[config.mk]
export PLATFORM = sky130hd
export DESIGN_NAME = i2s_receiver
export DESIGN_NICKNAME = d
export VERILOG_FILES = /design/src/rtl/i2s_pkg.sv /design/src/rtl/i2s_sync_edge.sv /design/src/rtl/i2s_receiver.sv
export SDC_FILE = /design/constraint.sdc
export NUM_CORES = 1
export LEC_CHECK = 0
export CAP_MARGIN = 15
export CELL_PAD_IN_SITES_DETAIL_PLACEMENT = 1
export CELL_PAD_IN_SITES_GLOBAL_PLACEMENT = 1
export CORE_MARGIN = 1
export CORE_UTILIZATION = 49
export DETAILED_ROUTE_END_ITERATION = 7
export PLACE_DENSITY = 0.81
export RECOVER_POWER = 50
export SETUP_SLACK_MARGIN = 0.4
export SLEW_MARGIN = 20
export SYNTH_ARGS = -nofsm -noshare
export SYNTH_HDL_FRONTEND = slang
export SYNTH_SLANG_ARGS = --single-unit
[constraint.sdc]
create_clock -name clk -period 7.05 [get_ports clk]
set_input_delay 1.41 -clock clk [delete_from_list [all_inputs] [get_ports clk]]
set_output_delay 1.41 -clock clk [all_outputs]
set_load 0.1 [all_outputs]
[src/rtl/i2s_pkg.sv]
// Shared definitions for the I2S capture path: widths, sample type and
// receiver FSM state encoding.
package i2s_pkg;

  localparam int I2S_SAMPLE_WIDTH = 24;
  localparam int I2S_SLOT_WIDTH   = 32;

  typedef logic signed [I2S_SAMPLE_WIDTH-1:0] sample_t;

  typedef enum logic [1:0] {
    SYNC,
    DELAY,
    SHIFT,
    PAD
  } i2s_rx_state_t;

endpackage

[src/rtl/i2s_sync_edge.sv]
// Two-flop synchronizer for codec-domain signals. One input (the bit clock)
// also gets a rising-edge strobe; the companion bus is only synchronized so
// that it stays cycle-aligned with that strobe.
module i2s_sync_edge #(
  parameter int DATA_W = 2
) (
  input  logic              clk,
  input  logic              reset,
  input  logic              edge_in,
  input  logic [DATA_W-1:0] data_in,
  output logic              edge_rise,
  output logic [DATA_W-1:0] data_sync
);

  logic [1:0]        edge_meta;
  logic              edge_prev;
  logic [DATA_W-1:0] data_meta;

  // Two-stage synchronization of every input plus a delayed copy of the
  // synchronized edge signal for rise detection.
  always_ff @(posedge clk or posedge reset) begin
    if (reset) begin
      edge_meta <= '0;
      edge_prev <= 1'b0;
      data_meta <= '0;
      data_sync <= '0;
    end else begin
      edge_meta <= {edge_meta[0], edge_in};
      edge_prev <= edge_meta[1];
      data_meta <= data_in;
      data_sync <= data_meta;
    end
  end

  assign edge_rise = edge_meta[1] & ~edge_prev;

endmodule

[src/rtl/i2s_receiver.sv]
// I2S capture path for the SGTL5000 ADC. The codec is bus master; SCLK,
// LRCLK and SDATA are sampled on the system clock after synchronization and
// deserialized into left/right words, presented as a pair with one
// sample_valid pulse per stereo frame.
// Optional build macro I2S_RX_FRAME_CHECK_EN: slot-length checking with
// frame_error reporting and relock. Without it frame_error is constant 0.
module i2s_receiver
  import i2s_pkg::*;
#(
  parameter int SAMPLE_WIDTH = I2S_SAMPLE_WIDTH,
  parameter int SLOT_WIDTH   = I2S_SLOT_WIDTH
) (
  input  logic                    clk,
  input  logic                    reset,
  input  logic                    SCLK,
  input  logic                    LRCLK,
  input  logic                    SDATA,
  output logic [SAMPLE_WIDTH-1:0] left_sample,
  output logic [SAMPLE_WIDTH-1:0] right_sample,
  output logic                    sample_valid,
  output logic                    locked,
  output logic                    frame_error
);

  // Word capture must finish before the slot's final bit so the next slot
  // edge is never swallowed, even if the slot is configured too narrow.
  localparam int         LAST_BIT   = (SAMPLE_WIDTH < SLOT_WIDTH) ? SAMPLE_WIDTH - 1 : SLOT_WIDTH - 2;
  localparam logic [5:0] LAST_CNT   = 6'(LAST_BIT);
  localparam logic [5:0] BITCNT_MAX = 6'd63;

  logic                    sclk_rise;
  logic [1:0]              data_sync;
  logic                    lr_s;
  logic                    sdata_s;
  logic                    slot_edge;
  logic                    frame_bad;
  logic [SAMPLE_WIDTH-1:0] shift_next;

  i2s_rx_state_t           state;
  logic                    channel;
  logic                    lr_prev;
  logic [5:0]              bitcnt;
  logic [SAMPLE_WIDTH-1:0] shreg;
  logic [SAMPLE_WIDTH-1:0] left_hold;
  logic                    left_filled;

  i2s_sync_edge #(
    .DATA_W(2)
  ) u_sync (
    .clk       (clk),
    .reset     (reset),
    .edge_in   (SCLK),
    .data_in   ({SDATA, LRCLK}),
    .edge_rise (sclk_rise),
    .data_sync (data_sync)
  );

  assign lr_s       = data_sync[0];
  assign sdata_s    = data_sync[1];
  assign slot_edge  = (lr_s != lr_prev);
  assign shift_next = {shreg[SAMPLE_WIDTH-2:0], sdata_s};

`ifdef I2S_RX_FRAME_CHECK_EN
  localparam logic [5:0] SLOT_LAST = 6'(SLOT_WIDTH - 1);

  // A locked slot is malformed when its length differs from SLOT_WIDTH or
  // when LRCLK stops toggling long enough for the bit counter to saturate.
  always_comb begin
    frame_bad = 1'b0;
    if (sclk_rise && (state == SHIFT || state == PAD)) begin
      if (slot_edge)
        frame_bad = (bitcnt != SLOT_LAST);
      else
        frame_bad = (bitcnt == BITCNT_MAX);
    end
  end
`else
  assign frame_bad = 1'b0;
`endif

  // Slot tracking, deserialization FSM and output registers. Every sampling
  // decision is taken on sclk_rise; the slot-edge bit is the I2S one-bit
  // delay and carries no data for the new channel.
  always_ff @(posedge clk or posedge reset) begin
    if (reset) begin
      state        <= SYNC;
      channel      <= 1'b0;
      lr_prev      <= 1'b0;
      bitcnt       <= '0;
      shreg        <= '0;
      left_hold    <= '0;
      left_filled  <= 1'b0;
      left_sample  <= '0;
      right_sample <= '0;
      sample_valid <= 1'b0;
      locked       <= 1'b0;
      frame_error  <= 1'b0;
    end else begin
      sample_valid <= 1'b0;
      frame_error  <= 1'b0;

      if (sclk_rise) begin
        lr_prev <= lr_s;
        if (slot_edge)
          bitcnt <= '0;
        else if (bitcnt != BITCNT_MAX)
          bitcnt <= bitcnt + 6'd1;
      end

      if (frame_bad) begin
        frame_error <= 1'b1;
        locked      <= 1'b0;
        left_filled <= 1'b0;
        state       <= DELAY;
      end else begin
        case (state)
          SYNC: begin
            if (sclk_rise && slot_edge && !lr_s) begin
              state       <= SHIFT;
              channel     <= 1'b0;
              left_filled <= 1'b0;
              locked      <= 1'b1;
            end
          end
          DELAY: begin
            state <= SYNC;
          end
          SHIFT: begin
            if (sclk_rise) begin
              if (slot_edge) begin
                state       <= SHIFT;
                channel     <= lr_s;
                left_filled <= 1'b0;
              end else begin
                shreg <= shift_next;
                if (bitcnt == LAST_CNT) begin
                  state <= PAD;
                  if (!channel) begin
                    left_hold   <= shift_next;
                    left_filled <= 1'b1;
                  end else begin
                    left_filled <= 1'b0;
                    if (left_filled) begin
                      left_sample  <= left_hold;
                      right_sample <= shift_next;
                      sample_valid <= 1'b1;
                    end
                  end
                end
              end
            end
          end
          PAD: begin
            if (sclk_rise && slot_edge) begin
              state   <= SHIFT;
              channel <= lr_s;
              if (!lr_s)
                left_filled <= 1'b0;
            end
          end
          default: begin
            state <= SYNC;
          end
        endcase
      end
    end
  end

endmodule

# Yosys cells after proc, flatten, opt, wreduce, memory -nomap -nowiden

Index checks and enable logic that the tools add are counted.

Output and inout port bits: 51
Bits in registers: 115
Bits of input ports: 5

Reduce and logical (&&, ||, !) cells: 14
Bitwise operators: 4
Equality and inequality tests: 12
Add/subtract/negate cells: 1
Muxes and demuxes: 26

Operators with widths:

| cell                | number |
|---|---|
| $mux 1              | 16 |
| $mux 6              | 2 |
| $reduce_and 6->1    | 2 |
| $mux 2              | 5 |
| $ne 2x2->1 const B  | 5 |
| $reduce_and 5->1    | 2 |
| $pmux 2 s4          | 1 |
| $add 6x1->6 const B | 1 |
| $eq 6x5->1 const B  | 1 |
| $ne 6x6->1 const B  | 1 |
| $pmux 1 s3          | 2 |
| $eq 2x2->1 const B  | 2 |
| $reduce_and 2->1    | 2 |
| $reduce_and 4->1    | 1 |
| $ne 3x3->1 const B  | 1 |
| $not 1->1           | 3 |
| $reduce_and 3->1    | 1 |
| $reduce_bool 3->1   | 1 |
| $eq 2x1->1 const B  | 1 |
| $logic_and 1x1->1   | 2 |
| $logic_not 2->1     | 1 |
| $reduce_bool 2->1   | 1 |
| $and 1x1->1         | 1 |
| $logic_not 1->1     | 1 |
| $ne 1x1->1          | 1 |

# Depth between registers and ports, before layout

Gate-level depths: netlist (run 1).

Depth in word-level cells: 6
Depth in mapped cells: 8

# By module

Synthesis (run 1) repeated with hierarchy kept, for this count alone.

Cells, all modules: 340
Area total of the unflattened synthesis: 4,609.4 um^2

By module, submodules not included:

| module        | area an instance (um^2) | instances | cells each |
|---|---|---|---|
| i2s_receiver  | 4,416.7                 | 1         | 331 |
| i2s_sync_edge | 192.7                   | 1         | 9 |

# Worst setup path after synthesis (run 1)

Ideal clock, no wire load.

Path type: reg2out
From: register left_sample[0]
To: output port left_sample[0]
Arrival: 0.898 ns
Slack: 4.742 ns
Data required time: 5.640 ns
Stages on the path, launching flop included: 1
Path buffers: 0
Cell sequence: dfrtp_1

RTL lines:

| what                   | RTL line            | RTL |
|---|---|---|
| start, declared        | i2s_receiver.sv:18  | `output logic [SAMPLE_WIDTH-1:0] left_sample,` |
| start signal, assigned | i2s_receiver.sv:144 | `left_sample <= left_hold;` |

No word-level cell between the ends.

==> metrics.txt, run 1 <==
Core ar.=8806 um2; Port Buf Inserts=54; RSZ-0062 raised after global routing=false; Static Leak=0.002778 uW; final wirelength=9543 um; CTS Root Cell=clkbuf_8; Synth top area share=63.96%; DIE AREA=9570 um2; initial antenna violation count=0; Nets=354; H-Tree Depth=4; CP delay by family, top=buffers and inverters; Top FF cell, synth=dfrtp_1; crit-path cells=dlygate4sd3_1 > clkinvlp_2 > clkbuf_2; mapped cell area=4499 um2; Resized Gates After CTS=0; Synth area leader=dfrtp_1; Worst-Margin Slew=2.067 ns; number of global-route vias before repair=2912; most frequent cells in the layout=dfrtp_1, mux2_2, clkdlybuf4s50_1, mux2_4, clkbuf_16; Fmax=0.2384 GHz; sequential-to-total area share from yosys stat=63.96%; P per Cell Area=279.4 nW/um2; syn nets=294; first-pass GRT wire length=15710 um; total number of vias=2582; final hold violation count=0; Yosys Warn Count=0; VDD IR-drop max=0.0002088 V; Final GP Congestion=0.7721; Buf/Inv on CP=3; worst-skew pair later-pin latency=0.51 ns; minimum clock period=4.195 ns; number of synthesized flops with an enable pin=0; failing checks=DRC, capacitance limit, slew limit; Worst path slowest cell=clkbuf_2; DRC Markers=10; WP data arrival=4.40 ns; Die Y=97.83 um; # hold bufs at CTS=0; Antenna diodes=0; Slew Viols, Final=89; Cell variety after synth=38; chip width=97.83 um; first-iteration detailed-routing DRC count=83; CP max FO=88; Layout Skew=0.005993 ns; DP Wirelength=5305 um; drt pass-1 iters=6; Worst slew margin=-37.80%; CP required=7.25 ns; total setup buffers inserted after CTS=0; Synth Instances=288; TritonCTS buffer count=17; Mean Syn Cell Area=15.62 um2; FILL cells=814; Area contributors post-synth=dfrtp_1, mux2_2, mux2_4, buf_6, nand2_1; multi-input gate area in the final layout=1520 um2; flip-flop and latch count after synthesis=115; Starting Density=51.09%; Synth async-reset ratio=100.0%; Final ANT Viol Nets=0; Max stage delay on crit path=1.61 ns; clock slew at reported path FFs=0.05 ns; setup TNS=0 ns; status=finished with violations; largest net degree at the start of global routing=89; sequential cell area=2878 um2; io pins=56; Synth-to-Final Area Change=24.81%; max-capacitance violation count=1; Critical Path Sink Type=async pin; final worst-path cycle share=59.51%; total global-route track usage=22.06%; gr ovfl total=0; clock tree buffer depth=2; Sink Count=115; Setup CP Type=input port to async pin; commonest non-fill, non-tap cell in the layout=dfrtp_1; layout cell share with drive strength beyond 1=36.39%; # setup viols final=0; CTS tree=done; Hold Worst Slack=0.3461 ns; startpoint types=input port; drt wl/cell=20.39 um; post-DR vias/cell=5.517; row cnt=34; Worst Hold Class=flop to flop
-- metrics by stage --
step	utilization (%)	worst slack, ns	power [uW]	instances	cell area, um2
6_report	63.77	2.855	1569	468	5615
5_1_grt	63.77	2.231	1614	468	5615
4_1_cts	63.81	3.561	1582	468	5619
3_5_place_dp	57.86	3.780	814.1	437	5095
3_3_place_gp	57.86	3.835	807.5	437	5095
2_1_floorplan	-	2.596	787.5	288	4499
-- layout make-up --
type                       count  share of cell area (%)
sequential                   115                   51.25
clock inverter                11                   1.582
tap                          108                   2.406
clock buffer                  20                   7.754
inverter                       1                 0.08913
timing repair buffer          56                   9.848
multi-input combinational    157                   27.07
-- final timing paths --
check                                         startpoint                       endpoint  slack, ns  cells after the start
max                                                reset   right_sample[13]$_DFFE_PP0P_       2.85                      3
min                        u_sync.data_meta[1]$_DFF_PP0_  u_sync.data_sync[1]$_DFF_PP0_       0.35                      0
max reg2reg                          lr_prev$_DFFE_PP0N_    left_sample[15]$_DFFE_PP0P_       3.78                      4
min reg2reg                u_sync.data_meta[1]$_DFF_PP0_  u_sync.data_sync[1]$_DFF_PP0_       0.35                      0
max in group clk            right_sample[16]$_DFFE_PP0P_               right_sample[16]       3.59                      1
min in group asynchronous                          reset        left_filled$_DFFE_PP0P_       1.65                      2
-- where the power goes --
part | internal, uW | switching, uW
clock | 469 | 293
sequential | 687 | 29.0
combinational | 33.0 | 57.7
-- synthesized netlist by cell type, types with 2 or more instances --
master / n
o31ai_1: 2
o21ai_0: 3
nand2b_1: 5
nand2_1: 9
nor2_1: 6
o2bb2ai_1: 2
mux2_2: 76
nor2b_1: 2
dfrtp_1: 115
buf_2: 6
and3_1: 2
mux2_4: 20
buf_6: 4
nor3_1: 3
clkbuf_1: 2
buf_1: 2
a21oi_1: 5
a31oi_1: 2
nand3_1: 3
-- worst register-to-register path, delay by kind of cell, from the launching register on --
family | cells | cell delay, ns
and+or+nand+nor | 2 | 1.76
DFF | 1 | 0.47
xor gates and xnor gates | 1 | 0.44
muxes | 1 | 0.48
-- logic make-up after synthesis --
kind of cell	Yosys count	synth area share, %
multiplexers	96	25.70
other	1	0.08335
AND/OR/NAND/NOR	39	4.644
AO/OA/AOI/OAI	18	2.697
adder cells (fa/ha/maj)	1	0.2780
flip-flops	115	63.96
XOR/XNOR	2	0.3894
buffers and inverters	16	2.253
-- sequential cells by signal, indices dropped and copies added, names as in the netlist --
| signal | flops |
|---|---|
| left_hold | 24 |
| left_sample | 24 |
| right_sample | 24 |
| shreg | 23 |
| bitcnt | 6 |
| state | 2 |
| u_sync.data_meta | 2 |
| u_sync.data_sync | 2 |
| u_sync.edge_meta | 2 |
| channel | 1 |
| left_filled | 1 |
| locked | 1 |
| lr_prev | 1 |
| sample_valid | 1 |
| u_sync.edge_prev | 1 |
-- metal layers --
layer / wire length [um] / share of wire (%) / global-route usage, % / vias to the layer above
li1: - / - / - / 1135
met1: 3984 / 42 / 25.60 / 1377
met2: 5055 / 53 / 38.41 / 52
met3: 295 / 3.1 / 5.941 / 18
met4: 208 / 2.2 / 9.674 / 0
met5: 0 / 0 / 0 / -
Power figures use the tool's default switching activity.
==> run 2, diff against run 1 <==
--- a/config.mk
+++ b/config.mk
@@ -9,9 +9,9 @@
 export CELL_PAD_IN_SITES_DETAIL_PLACEMENT = 1
 export CELL_PAD_IN_SITES_GLOBAL_PLACEMENT = 1
 export CORE_MARGIN = 1
-export CORE_UTILIZATION = 49
+export CORE_UTILIZATION = 46
 export DETAILED_ROUTE_END_ITERATION = 7
-export PLACE_DENSITY = 0.81
+export PLACE_DENSITY = 0.77
 export RECOVER_POWER = 50
 export SETUP_SLACK_MARGIN = 0.4
 export SLEW_MARGIN = 20
==> constraint.sdc (replaced) <==
create_clock -name clk -period 4.2 [get_ports clk]
set_input_delay 0.84 -clock clk [delete_from_list [all_inputs] [get_ports clk]]
set_output_delay 0.84 -clock clk [all_outputs]
set_load 0.1 [all_outputs]
==> run 2 against run 1 <==
- the flow now finishes without violations
- utilization shrank 2.8 points
- die area grew 6.4%
- worst setup slack lost 1.5 ns
- clock-buffer cell count grew 2
- largest cell class unchanged
- largest power group unchanged
==> metrics.txt, run 2 (synthesis gave the netlist of run 1 again) <==
final non-filler cell total=489 (+4.5%); most frequent cells in the layout=dfrtp_1, mux2_2, clkdlybuf4s50_1, mux2_4, clkbuf_16; row cnt=35 (+2.9%); Die Y=100.9 um (+3.1%); placed cells=458 (+4.8%); drt wl/cell=17.72 um (-13%); TritonCTS buffer count=17 (unchanged); multi-input gate area in the final layout=1520 um2 (unchanged); P per Cell Area=478.2 nW/um2 (+71%); Gate power share=5.5% (-0.3 points); crit-path cells=clkdlybuf4s50_1; Worst-Margin Slew=1.002 ns (-1.065 ns); Largest regs=left_hold: 24 flops, left_sample: 24 flops, right_sample: 24 flops; Synth-to-Final Area Change=26.89%; status=finished clean; crit path capture=left_sample[22]; DP Wirelength=4908 um (-7.5%); Nets=354 (unchanged); sequential share of power=43.9% (-1.8 points); Critical Path Sink Type=output port; Worst path slowest cell=clkdlybuf4s50_1; RSZ-0062 raised after global routing=false; Slew Viols, Final=0 (-100%); gr busiest metal=met2; post-DR vias/cell=5.121 (-7.2%); total number of vias=2504 (-3.0%); Final ANT Viol Nets=0 (unchanged); Final GP Congestion=0.8009 (+3.7%); VDD IR-drop max=0.0003432 V (+64%); Port Buf Inserts=54 (unchanged); max-capacitance violation count=0 (-1); Max stage delay on crit path=1.17 ns (-0.44 ns); largest net degree at the start of global routing=116 (+30%); # setup viols final=0 (unchanged); H-Tree Depth=4 (unchanged); internal power=2110 uW (+77%); drt pass-1 iters=4 (-2); Worst Setup SP=left_sample[22]$_DFFE_PP0P_; chip width=100.9 um (+3.1%); CP delay by family, top=buffers and inverters; Power Total=2730 uW (+74%); final worst-path cycle share=68.51%; reg2reg end=right_sample[22]$_DFFE_PP0P_; WP data arrival=2.04 ns (-2.36 ns); clock slew at reported path FFs=0.05 ns (about the same); Reg-to-Reg Start=u_sync.edge_prev$_DFF_PP0_; Layout Skew=0.01053 ns (+0.004538 ns); DRC Markers=0 (-10); CP max FO=2 (-98%); clock power share=50.6% (+2.0 points); Resized Gates After CTS=0 (unchanged); instance count on the critical path=1 (-2); final hold violation count=0 (unchanged); Place WS=1.586 ns (-2.194 ns); Antenna diodes=0 (unchanged); R2R depth=5 (+1); grt met3 use=5.409% (-0.53 points); CTS Root Cell=clkbuf_8; FILL cells=889 (+9.2%); sw frac=22.71% (-1.5 points); initial antenna violation count=0 (unchanged); io pins=56 (unchanged); first-pass GRT wire length=14370 um (-8.5%); number of global-route vias before repair=2743 (-5.8%); CTS tree=done; layout cell share with drive strength beyond 1=36.94% (+0.56 points); Sink Count=115 (unchanged); startpoint types=flop; Worst Hold Class=flop to flop; clock tree buffer depth=2 (unchanged); Net Sw Power=620.0 uW (+63%); CP required=3.36 ns (-3.89 ns); worst-skew pair later-pin latency=0.51 ns (about the same); total global-route track usage=19.05% (-3.0 points); Fmax=0.3475 GHz; gr ovfl total=0 (unchanged); DIE AREA=10180 um2 (+6.4%); first-iteration detailed-routing DRC count=73 (-12%); minimum clock period=2.877 ns; Buf/Inv on CP=1 (-2); setup TNS=0 ns (unchanged); Static Leak=0.002806 uW (+1.0%); final worst slack=1.323 ns (-1.532 ns); total setup buffers inserted after CTS=0 (unchanged); met1 usage=24.43% (-1.2 points); final wirelength=8663 um (-9.2%); sequential cell area=2878 um2 (unchanged); Worst slew margin=33.01% (+71 points); # hold bufs at CTS=0 (unchanged); R2R setup slack=1.58 ns (-2.20 ns); met2 Use GR=30.03% (-8.4 points); Core ar.=9371 um2 (+6.4%); Starting Density=48.01% (-3.1 points); commonest non-fill, non-tap cell in the layout=dfrtp_1; Setup CP Type=flop to output port
[run 2: cell count changes in the layout (fill, tap and decap cells not counted), sizes merged]
cell	previous run	this run
clkinv	8	5
buf	1	2
bufinv	1	2
clkbuf	21	22
[run 2: worst min-delay path by stage]
stage / startpoint / endpoint / slack, ns / cells past startpoint
after CTS: u_sync.data_meta[1]$_DFF_PP0_ / u_sync.data_sync[1]$_DFF_PP0_ / 0.35 / 0
after detailed placement: u_sync.edge_meta[0]$_DFF_PP0_ / u_sync.edge_meta[1]$_DFF_PP0_ / 0.34 / 0
final: u_sync.edge_meta[0]$_DFF_PP0_ / u_sync.edge_meta[1]$_DFF_PP0_ / 0.35 / 0
after global routing: u_sync.edge_meta[0]$_DFF_PP0_ / u_sync.edge_meta[1]$_DFF_PP0_ / 0.36 / 0
after floorplan: u_sync.data_meta[0]$_DFF_PP0_ / u_sync.data_sync[0]$_DFF_PP0_ / 0.33 / 0
after global placement: u_sync.data_meta[1]$_DFF_PP0_ / u_sync.data_sync[1]$_DFF_PP0_ / 0.34 / 0
[run 2: power by group through the flow]
stage	registers [uW]	clock network (uW)	logic (uW)
floorplan	1230	0	96.4
global placement	1210	0	145
detailed placement	1220	0	151
CTS	1200	1410	154
global route	1210	1450	164
finish	1200	1380	151
[run 2: through the flow]
step	instance area (um2)	hold slack, ns	utilization (%)
2_1_floorplan	4503	0.3312	-
3_3_place_gp	5135	0.3351	54.79
3_5_place_dp	5135	0.3364	54.79
4_1_cts	5712	0.3501	60.95
5_1_grt	5709	0.3557	60.92
6_report	5709	0.3465	60.92
[run 2: layer usage]
layer / share of wire (%) / vias to the layer above
met5: 0 / -
met3: 2.8 / 11
met2: 50 / 44
met1: 45 / 1318
met4: 1.6 / 0
li1: - / 1131
[run 2: area by class of cell]
cell class / count / share of cell area, %
tap: 129 / 2.827
sequential: 115 / 50.41
inverter: 1 / 0.08766
multi-input combinational: 157 / 26.63
clock buffer: 22 / 8.284
timing repair buffer: 56 / 9.950
clock inverter: 9 / 1.819
[run 2: worst reg2reg max path, delay by kind of cell, from the launching register on]
kind / cells / cell delay (ns)
multiplexers: 1 / 0.44
buffers and inverters: 1 / 0.25
flip-flops: 1 / 0.37
AND/OR/NAND/NOR: 3 / 1.45
==> edit: new RTL, config.mk and constraints of run 2 <==
Set the package constant `I2S_SAMPLE_WIDTH` to 16 (it was 24).
--- a/src/rtl/i2s_pkg.sv
+++ b/src/rtl/i2s_pkg.sv
@@ -2,7 +2,7 @@
 // receiver FSM state encoding.
 package i2s_pkg;
 
-  localparam int I2S_SAMPLE_WIDTH = 24;
+  localparam int I2S_SAMPLE_WIDTH = 16;
   localparam int I2S_SLOT_WIDTH   = 32;
 
   typedef logic signed [I2S_SAMPLE_WIDTH-1:0] sample_t;
Ports: changed (resized left_sample and right_sample); port bits go from 56 to 40. No check against the original RTL was run, so the function may have changed too.
==> edit against run 2 <==
Critical endpoint is now left_sample[2]$_DFFE_PP0P_. Sequential cell count decreased by 32. Non-clock buffer count is 15 lower. Core utilization shrank 4.1 points. Wire length down 31%. Synthesized area fell by 28%. Clock power fell by 61%. Power shrank 42%. Final area down 32%. Setup slack lost 0.22 ns.
==> edit: results <==
export IMPL_arrival_ns=3.33
export IMPL_first_pass_iters=3
export IMPL_synth_compound_area_frac=0.04415
export IMPL_irDropWorstVdd_mv=0.1738
export IMPL_wire_per_inst_um=16.70
export IMPL_path_clk_slew_ns=0.08
export IMPL_vias_per_cell=5.176
export IMPL_switching_power_mw=0.4125
export IMPL_fill_cells=691
export IMPL_min_from="u_sync.data_meta[0]$_DFF_PP0_"
export IMPL_h_tree_depth=3
export IMPL_numCtsBuffers=9
export IMPL_netlist_top_cells_area="dfrtp_1, mux2_2, buf_6"
export IMPL_grt_pass1_wl_mm=10.50
export IMPL_syn_nets=222
export IMPL_critPathSlowestCell="nor3_4"
export IMPL_place_ws_ns=1.631
export IMPL_top_regs="left_hold x16, left_sample x16, right_sample x16"
export IMPL_power_leakage_nw=1.850
export IMPL_synth_common_cells="dfrtp_1, mux2_2, nand2_1, a21oi_1"
export IMPL_finalNetCount=264
export IMPL_seq_area_frac_synth=0.6372
export IMPL_hold_worst_slack_ns=0.3642
export IMPL_worstReg2RegEnd="left_sample[2]$_DFFE_PP0P_"
export IMPL_pwr_share_comb=0.095
export IMPL_rr_startpoint="u_sync.data_sync[0]$_DFF_PP0_"
export IMPL_muxShareOfSynthArea=0.2177
export IMPL_synthArstFlopShare=1.000
export IMPL_whs_endpoint="u_sync.data_sync[0]$_DFF_PP0_"
export IMPL_place_gp_congestion=0.7327
export IMPL_drive_gt1_frac=0.3244
export IMPL_grt_use_total=0.1868
export IMPL_first_global_vias=2079
export IMPL_critPathKind="flop to flop"
export IMPL_drt_iter0_drc=52
export IMPL_synthXorXnorAreaFrac=0.007678
export IMPL_clock_skew_ns=0.008103
export IMPL_cp_startpoint="u_sync.data_sync[0]$_DFF_PP0_"
export IMPL_clock_latency_ns=0.34
export IMPL_status="completed"
export IMPL_io_buffers=38
export IMPL_grt_max_degree=54
export IMPL_worst_slew_pin_slew_ns=1.368
## edit: cell types whose count changed after synthesis, moves of 3 or more
cell            run 2  this run
dfrtp_1           115        83
buf_2               6         2
mux2_2             76        63
nor3_1              3         0
mux2_4             20         0
## edit: area by class of cell
type	count	area share
Multi-Input combinational cell	121	0.2784
Sequential cell	83	0.5348
Clock buffer	10	0.03286
Clock inverter	5	0.01385
Timing Repair Buffer	41	0.1070
Tap cell	96	0.03093
Inverter	2	0.002255
## edit: routing by layer
metal  part of all wire  global-route usage  vias to the layer above  wire [um]
li1                   -                   -                      847          -
met1               0.45              0.2473                      960       2720
met2               0.49              0.3001                       33       2954
met3              0.027             0.02952                       13        164
met4              0.024             0.09697                        0        142
met5                  0                   0                        -          0
## edit: critical path: cells and delay by family, from the launching register on
kind / cells / cell delay [ns]
XOR/XNOR: 1 / 0.28
flip-flops: 1 / 0.47
AND/OR/NAND/NOR: 2 / 1.61
buffers and inverters: 1 / 0.25
multiplexers: 1 / 0.35
## edit: metrics by stage
step	instance area, um2	instances	total power [mW]
finish	3884	358	1.595
detailed placement	3715	343	1.078
CTS	3896	358	1.621
global placement	3715	343	1.069
floorplan	3259	216	1.029
global route	3884	358	1.670
## edit: logic make-up (layout without fill, tap and decap cells)
group,Yosys count,in the layout
flops,83,83
mux,63,63
fa+ha+maj,1,1
compound gates,21,21
buf+inv,12,58
other cells,1,1
simple gates,33,33
xor+xnor,2,2
